### src/rtl/sargantana_icache_refill_unit.sv
// Purpose: icache miss refill. Takes one miss, issues a line-aligned L2 request, and gathers N_BEATS beats in any order into one line write.
// Latency: the last beat reaches line_we_o 1 cycle later, and miss_ready_o 2 cycles later. The delay from ack to the first beat is unbounded.
// Backpressure: miss_ready_o is high only in IDLE. The L2 request is held stable until ifill_ack_i. Response beats are never stalled.
//
// Ports: clk_i/rst_i (synchronous, active-high); miss_* (request from the icache controller);
//        kill_i (abort refill); ifill_req_* / ifill_ack_i (L2 request); ifill_resp_* (L2 beats);
//        inv_* (invalidation snoop); line_* (line write into the data/tag arrays); busy_o.
// Optional: define ICACHE_REFILL_CWF_EN to add cwf_valid_o/cwf_data_o (critical-word-first bypass).
module sargantana_icache_refill_unit #(
    parameter  int LINE_WIDTH   = 256,
    parameter  int BEAT_WIDTH   = 64,
    parameter  int N_WAY        = 4,
    parameter  int PADDR_SIZE   = 40,
    parameter  int IDX_WIDTH    = 7,
    parameter  int OFFSET_WIDTH = 5,
    localparam int N_BEATS      = LINE_WIDTH / BEAT_WIDTH,
    localparam int BEAT_IDX_W   = (N_BEATS > 1) ? $clog2(N_BEATS) : 1,
    localparam int WAY_W        = $clog2(N_WAY),
    localparam int TAG_W        = PADDR_SIZE - IDX_WIDTH - OFFSET_WIDTH
) (
    input  logic                    clk_i,
    input  logic                    rst_i,
    input  logic                    miss_valid_i,
    output logic                    miss_ready_o,
    input  logic [WAY_W-1:0]        miss_way_i,
    input  logic [PADDR_SIZE-1:0]   miss_paddr_i,
    input  logic                    kill_i,
    output logic                    ifill_req_valid_o,
    output logic [WAY_W-1:0]        ifill_req_way_o,
    output logic [PADDR_SIZE-1:0]   ifill_req_paddr_o,
    input  logic                    ifill_ack_i,
    input  logic                    ifill_resp_valid_i,
    input  logic [BEAT_IDX_W-1:0]   ifill_resp_beat_i,
    input  logic [BEAT_WIDTH-1:0]   ifill_resp_data_i,
    input  logic                    inv_valid_i,
    input  logic [11:0]             inv_paddr_i,
    output logic                    line_we_o,
    output logic [WAY_W-1:0]        line_way_o,
    output logic [IDX_WIDTH-1:0]    line_idx_o,
    output logic [TAG_W-1:0]        line_tag_o,
    output logic [LINE_WIDTH-1:0]   line_data_o,
`ifdef ICACHE_REFILL_CWF_EN
    output logic                    cwf_valid_o,
    output logic [BEAT_WIDTH-1:0]   cwf_data_o,
`endif
    output logic                    busy_o
);

    localparam int LA_W = PADDR_SIZE - OFFSET_WIDTH;

    typedef enum logic [2:0] {IDLE, REQ, FILL, WRITE, DRAIN} state_e;

    state_e                 state_q, state_d;
    logic [WAY_W-1:0]       way_q, way_d;
    logic [LA_W-1:0]        line_addr_q, line_addr_d;   // line address: tag + index
    logic [N_BEATS-1:0]     mask_q, mask_d;
    logic                   killed_q, killed_d;
    logic                   stale_q, stale_d;
    logic [LINE_WIDTH-1:0]  line_q, line_d;

    logic                   beat_take;
    logic [N_BEATS-1:0]     beat_oh;
    logic [N_BEATS-1:0]     mask_nxt;
    logic                   mask_full;
    logic                   inv_hit;

    // The L2 may only answer once it has acked, so beats before the ack cycle are not ours.
    assign beat_take = ifill_resp_valid_i &&
                       ((state_q == FILL) || (state_q == DRAIN) ||
                        ((state_q == REQ) && ifill_ack_i));
    assign beat_oh   = beat_take ? (N_BEATS'(1) << ifill_resp_beat_i) : '0;
    assign mask_nxt  = mask_q | beat_oh;
    assign mask_full = &mask_nxt;

    assign inv_hit = inv_valid_i &&
                     (inv_paddr_i[OFFSET_WIDTH +: IDX_WIDTH] == line_addr_q[IDX_WIDTH-1:0]) &&
                     ((state_q == REQ) || (state_q == FILL) || (state_q == WRITE));

    always_comb begin
        state_d     = state_q;
        way_d       = way_q;
        line_addr_d = line_addr_q;
        mask_d      = mask_q;
        killed_d    = killed_q;
        stale_d     = stale_q;
        line_d      = line_q;

        case (state_q)
            IDLE: begin
                if (miss_valid_i && !kill_i) begin
                    state_d     = REQ;
                    way_d       = miss_way_i;
                    line_addr_d = miss_paddr_i[PADDR_SIZE-1:OFFSET_WIDTH];
                    mask_d      = '0;
                    killed_d    = 1'b0;
                    stale_d     = 1'b0;
                end
            end
            REQ: begin
                // A request already on the bus cannot be withdrawn; a kill only marks it for draining.
                killed_d = killed_q | kill_i;
                stale_d  = stale_q | inv_hit;
                mask_d   = mask_nxt;
                if (ifill_ack_i) begin
                    if (killed_q || kill_i) state_d = mask_full ? IDLE  : DRAIN;
                    else                    state_d = mask_full ? WRITE : FILL;
                end
            end
            FILL: begin
                stale_d = stale_q | inv_hit;
                mask_d  = mask_nxt;
                if (kill_i) begin
                    killed_d = 1'b1;
                    state_d  = mask_full ? IDLE : DRAIN;
                end else if (mask_full) begin
                    state_d = WRITE;
                end
            end
            DRAIN: begin
                mask_d = mask_nxt;
                if (mask_full) state_d = IDLE;
            end
            WRITE: begin
                state_d = IDLE;
            end
            default: state_d = IDLE;
        endcase

        // A repeated beat index simply overwrites its slice.
        if (beat_take && (state_q != DRAIN)) begin
            for (int k = 0; k < N_BEATS; k++) begin
                if (ifill_resp_beat_i == BEAT_IDX_W'(k))
                    line_d[k*BEAT_WIDTH +: BEAT_WIDTH] = ifill_resp_data_i;
            end
        end
    end

    always_ff @(posedge clk_i) begin
        if (rst_i) begin
            state_q     <= IDLE;
            way_q       <= '0;
            line_addr_q <= '0;
            mask_q      <= '0;
            killed_q    <= 1'b0;
            stale_q     <= 1'b0;
            line_q      <= '0;
        end else begin
            state_q     <= state_d;
            way_q       <= way_d;
            line_addr_q <= line_addr_d;
            mask_q      <= mask_d;
            killed_q    <= killed_d;
            stale_q     <= stale_d;
            line_q      <= line_d;
        end
    end

    assign miss_ready_o      = (state_q == IDLE);
    assign busy_o            = (state_q != IDLE);
    assign ifill_req_valid_o = (state_q == REQ);
    assign ifill_req_way_o   = way_q;
    assign ifill_req_paddr_o = {line_addr_q, {OFFSET_WIDTH{1'b0}}};
    // An invalidation in the write cycle itself must also block the write.
    assign line_we_o         = (state_q == WRITE) && !stale_q && !inv_hit;
    assign line_way_o        = way_q;
    assign line_idx_o        = line_addr_q[IDX_WIDTH-1:0];
    assign line_tag_o        = line_addr_q[LA_W-1 -: TAG_W];
    assign line_data_o       = line_q;

    // Only the index bits of the snoop address matter; the miss offset bits only matter for CWF.
    logic unused_bits;
    assign unused_bits = ^{inv_paddr_i, miss_paddr_i[OFFSET_WIDTH-1:0]};

`ifdef ICACHE_REFILL_CWF_EN
    logic [BEAT_IDX_W-1:0] crit_q, crit_d;
    logic                  cwf_vld_q, cwf_vld_d;
    logic [BEAT_WIDTH-1:0] cwf_dat_q;

    always_comb begin
        crit_d = crit_q;
        if ((state_q == IDLE) && miss_valid_i && !kill_i)
            crit_d = miss_paddr_i[OFFSET_WIDTH-1 -: BEAT_IDX_W];
        // Forward the critical word once, on its first arrival, and only for a live, non-stale refill.
        cwf_vld_d = beat_take && (state_q != DRAIN) &&
                    (ifill_resp_beat_i == crit_q) && !mask_q[crit_q] &&
                    !(killed_q || kill_i) && !(stale_q || inv_hit);
    end

    always_ff @(posedge clk_i) begin
        if (rst_i) begin
            crit_q    <= '0;
            cwf_vld_q <= 1'b0;
            cwf_dat_q <= '0;
        end else begin
            crit_q    <= crit_d;
            cwf_vld_q <= cwf_vld_d;
            if (cwf_vld_d) cwf_dat_q <= ifill_resp_data_i;
        end
    end

    assign cwf_valid_o = cwf_vld_q;
    assign cwf_data_o  = cwf_dat_q;
`endif

endmodule

### config.mk
export PLATFORM = sky130hd
export DESIGN_NAME = sargantana_icache_refill_unit
export DESIGN_NICKNAME = d
export VERILOG_FILES = /design/src/rtl/sargantana_icache_refill_unit.sv
export SDC_FILE = /design/constraint.sdc
export NUM_CORES = 1
export LEC_CHECK = 0
export CAP_MARGIN = 25
export CORE_AREA = 5 5 178 180
export CTS_BUF_LIST = sky130_fd_sc_hd__clkbuf_16
export CTS_CLUSTER_SIZE = 28
export DETAILED_ROUTE_END_ITERATION = 10
export DIE_AREA = 0 0 183 185
export PLACE_DENSITY = 0.73
export SYNTH_ARGS = -nofsm -noshare
export SYNTH_HDL_FRONTEND = slang
export SYNTH_SLANG_ARGS = --single-unit
### constraint.sdc
create_clock -name clk_i -period 5.3 [get_ports clk_i]
set_input_delay 1.325 -clock clk_i [delete_from_list [all_inputs] [get_ports clk_i]]
set_output_delay 1.325 -clock clk_i [all_outputs]
set_load 0.1 [all_outputs]
# Word level (Yosys, flattened, before mapping)
# Index checks and enable logic that the tools add are counted.
# totals
out_inout_bits,339
word_cells,78
ff_bits,302
input_bits,127
# classes
n_eq_ne,14
shift,1
reduce_logical,34
bitwise,3
muxes,16
# op_table
op,n
$mux 3,7
$reduce_and 2->1,7
$pmux 3 s4,1
$logic_and 1x1->1,8
$mux 4,2
$pmux 4 s2,1
$reduce_and 4->1,2
$eq 7x7->1,1
$eq 3x2->1 const B,2
$ne 3x3->1 const B,2
$reduce_bool 3->1,2
$logic_or 1x1->1,5
$eq 2x2->1 const B,2
$ne 2x1->1 const B,2
$ne 2x2->1 const B,2
$or 4x4->4,1
$reduce_bool 2->1,2
$shl 1x2->4 const A,1
$eq 3x1->1 const B,1
$eq 3x3->1 const B,1
$logic_not 1->1,3
$logic_not 3->1,1
$mux 1,3
$pmux 1 s3,1
7 further kinds,8

# Longest topological paths before layout
# depth
ltp_word,11
depth_mapped,8
ltp_nobuf,5

# Worst setup path before layout
# No wires, ideal clock.
# synth_timing
path_type,register to output
start,reg state_q[0]
end,out ifill_req_valid_o
required_ns,3.975
arrival_time_ns,2.691
path_stages_with_launch,3
n_path_buf,1
setup_slack_ns,1.284
path_cell_list,dfxtp_1 > buf_4 > nor3b_1
# synth_via
elab_chain_len,1
# synth_lines
item,line,text
"start, declared",53,"state_e state_q, state_d;"
"start signal, assigned",148,state_q <= state_d;
$eq 3x1->1,160,assign ifill_req_valid_o = (state_q == REQ);
"end, declared",28,"output logic ifill_req_valid_o,"
# Every way passes these cells.

# Worst setup path after layout
# layout_timing
start,in inv_paddr_i[11]
end,out line_we_o
# layout_via
elab_chain_len,5
# layout_lines
item,line,text
"start, declared",36,"input logic [11:0] inv_paddr_i,"
$eq 7x7->1,76,(inv_paddr_i[OFFSET_WIDTH +: IDX_WIDTH] == line_addr_q[IDX_WIDTH-1:0]) &&
$logic_and 1x1->1,75,assign inv_hit = inv_valid_i &&
$logic_and 1x1->1,76,
$logic_not 1->1,164,assign line_we_o = (state_q == WRITE) && !stale_q && !inv_hit;
$logic_and 1x1->1,164,
"end, declared",37,"output logic line_we_o,"
# Every way passes these cells.

==> metrics.md <==
| Metric | Value |
|---|---|
| Status | finished clean |
| I/O Buffers | between 400 and 500 |
| Die width | around 180 um |
| Final Skew | around 0.021 ns |
| First-pass GRT wire length | between 60 and 70 mm |
| Max rail drop VDD | between 200 and 250 uV |
| Area share of fa/ha/maj cells after synthesis | 0% |
| Routed Antenna Nets | 0 |
| Top post-synthesis cells by area | dfxtp_1, nand2_1, a21oi_2 |
| Commonest non-fill, non-tap cells in the layout | nand2_1, clkdlybuf4s50_1, dfxtp_1 |
| Pwr/cell area | between 300 and 400 nW/um2 |
| Fmax | approximately 240 MHz |
| Avg Synthesized Cell Area | between 8 and 9 um2 |
| Synth warn | 0 |
| Overall Global Routing Usage | between 20% and 30% |
| Buf/Inv on CP | 2 |
| Period utilisation layout | between 70% and 80% |
| PostCTS Resize Cnt | 0 |
| Tightest Pin Transition | between 1 and 1.5 ns |
| Nets | roughly 1.9k |
| Post-route setup slack | roughly 1.1 ns |
| Critical Path AT | around 2.9 ns |
| Cells after Synth | around 1.4k |
| Clock root cell | clkbuf_16 |
| Worst r2r src | state_q[0]$_SDFFE_PP0P_ |
| Crit path from | inv_paddr_i[11] |
| Setup CP Type | input pin to output pin |
| #FFs+latches synth | roughly 300 |
| IO Pins | approximately 470 |
| Crit end category | output pin |
| GPL Wtd Cong | 0.8308 |
| Class of the worst hold path | flip-flop to flip-flop |
| Post-CTS Hold Fix Bufs | 0 |
| Synth Area in Simple Gates | between 20% and 30% |
| Lkg Pwr | 5.516 nW |
| CP cell instances | clkdlybuf4s50_1, xor2_1, nor4_1, a41oi_1, and4b_1, buf_4 |
| Clock Latency Late Sink | roughly 0.5 ns |
| Top delay family on crit path | buffers and inverters |
| Largest family of logic cells by synthesized area | simple AND/OR/NAND/NOR gates |
| Num CTS Buffers | 34 |
| Synth unique cells | 48 |
| Mux cell area share after synthesis | 0.08649% |
| Die height | approximately 190 um |
| Fin Setup TNS | 0 ns |
| Core Region | about 30000 um2 |
| Vias per std cell | about 4.9 |
| Antenna violations before repair | 2 |
| CTS max path bufs | 3 |
| Layout area overhead | 47.23% |
| Yosys top cell area share | a little over half |
| Htree depth | 2 |
| Total gr overflow | 0 |
| Final core utilization | 56.75% |
| Starting density of the core | 38.54% |
| Commonest non-fill, non-tap cell in the layout | nand2_1 |
| Setup repair bufs after CTS | 0 |
| Clk sinks | just over 300 |
| Crit start category | input pin |
| Drt initial violations | around 660 |
| Die footprint | 33860 um2 |
| Clock transition at path regs | 0.06 ns |
| # rows | 64 |
| Worst-path maximum fanout | 2 |
| TritonCTS clock tree | built |
| Final hold vios | 0 |
| Compound-Gate Fraction of Synth Area | 17.88% |
| WL final | between 30 and 40 mm |
| WL/cell | 18.15 um |
| Final setup viols | 0 |
| WP data required | approximately 4.0 ns |
| # Max-Cap Violations | 0 |
| Slew margin rel. | between 20% and 30% |
| TritonRoute pass-1 iters | 5 |
| Max incr delay on CP | about 0.42 ns |
| Vias | about 11k |
| Synth Area in XOR/XNOR | less than 1% |
| Post-Syn Area | roughly 12000 um2 |
| Slowest cell on crit path | clkdlybuf4s50_1 |
| Sequential fraction of the synthesis area | 52.24% |
| Dpl ws | between 1 and 1.5 ns |
| DP HPWL | approximately 27 mm |
| Fraction of layout cells with a size suffix above 1 | about 11% |
| Min cycle time layout | 4.188 ns |
| Largest net degree at the start of global routing | 107 |
| RSZ-0062 raised after global routing | no |
| Residual DRC | 0 |
| Area leader, netlist | dfxtp_1 |
| Final Slew Violations | 0 |
| Vias in the first global route | roughly 10k |
| Worst Hold Launch | line_data_o[210]$_SDFFE_PP0P_ |
-- final cells by class --
cell class / count / area (um2)
Fill cell: 2697 / 12990
Sequential cell: 302 / 6046
Multi-Input combinational cell: 958 / 4708
Timing Repair Buffer: 468 / 4705
Clock buffer: 35 / 875.8
Tap cell: 396 / 495.5
Clock inverter: 26 / 196.4
Inverter: 3 / 11.26
Antenna cell: 1 / 2.502
-- worst min-delay path, delay by kind of cell (launching register included) --
family	cells	cell delay (ns)
compound gates	1	0.05
flops	1	0.30
simple gates	1	0.05
-- path summary, 6_finish.rpt --
check	to	slack, ns	cells past startpoint
worst max-delay path	line_we_o	1.11	6
worst min-delay path	line_data_o[210]$_SDFFE_PP0P_	0.45	2
worst max register to register	line_data_o[190]$_SDFFE_PP0P_	2.63	6
worst min register to register	line_data_o[210]$_SDFFE_PP0P_	0.45	2
-- registers in the layout, indices dropped and copies added, names as in the netlist --
signal	cells
line_data_o	256
ifill_req_way_o	2
mask_q	4
stale_q	1
killed_q	1
state_q	3
line_addr_q	35
-- synth_stat cells, drive strengths merged --
master,number
a41oi,1
a32oi,4
and2,1
and4,2
nor3b,1
or2,1
nor2b,2
a21oi,299
nand4,4
dfxtp,302
nor4b,1
nand2b,2
and4b,1
mux2i,1
or2b,1
and3,4
xnor2,2
nand3b,3
clkbuf,60
o21ai,2
o21a,2
o31ai,1
and4bb,1
a22o,2
nor3,3
a211o,1
or3,1
nor2,9
nor4,3
conb,1
inv,3
a22oi,2
nand2,590
xor2,6
buf,82
-- per-layer routing --
| metal | track usage [%] | up-vias | part of all wire [%] |
|---|---|---|---|
| met5 | 0 | - | 0 |
| met4 | 6.317 | 0 | 2.8 |
| met3 | 8.111 | 62 | 9.9 |
| met2 | 37.95 | 420 | 48 |
| met1 | 26.24 | 5092 | 39 |
| li1 | - | 5219 | - |
-- through the flow --
step,std cells,cell area (um2),power (mW),hold slack (ns)
2_1_floorplan,1405,11590,2.815,0.4673
3_3_place_gp,2126,15950,3.021,0.4410
3_5_place_dp,2127,15970,3.026,0.4453
4_1_cts,2188,17040,5.296,0.4534
5_1_grt,2189,17040,5.434,0.4687
6_report,2189,17040,5.241,0.4511
-- kinds of logic (layout without fill, tap and decap cells) --
kind of cell,Yosys count,after routing
AND/OR/NAND/NOR,630,630
AO/OA/AOI/OAI,314,314
flip-flops,302,302
buffers and inverters,145,532
XOR/XNOR,8,8
other,1,6
multiplexers,1,1
-- where the power goes --
| group | internal (mW) | switching (mW) | total, mW |
|---|---|---|---|
| logic | 0.177 | 0.480 | 0.657 |
| registers | 2.30 | 0.0219 | 2.32 |
| clock network | 1.34 | 0.922 | 2.27 |
| total | 3.82 | 1.42 | 5.24 |
No activity file was read; power rests on OpenSTA's default activity.
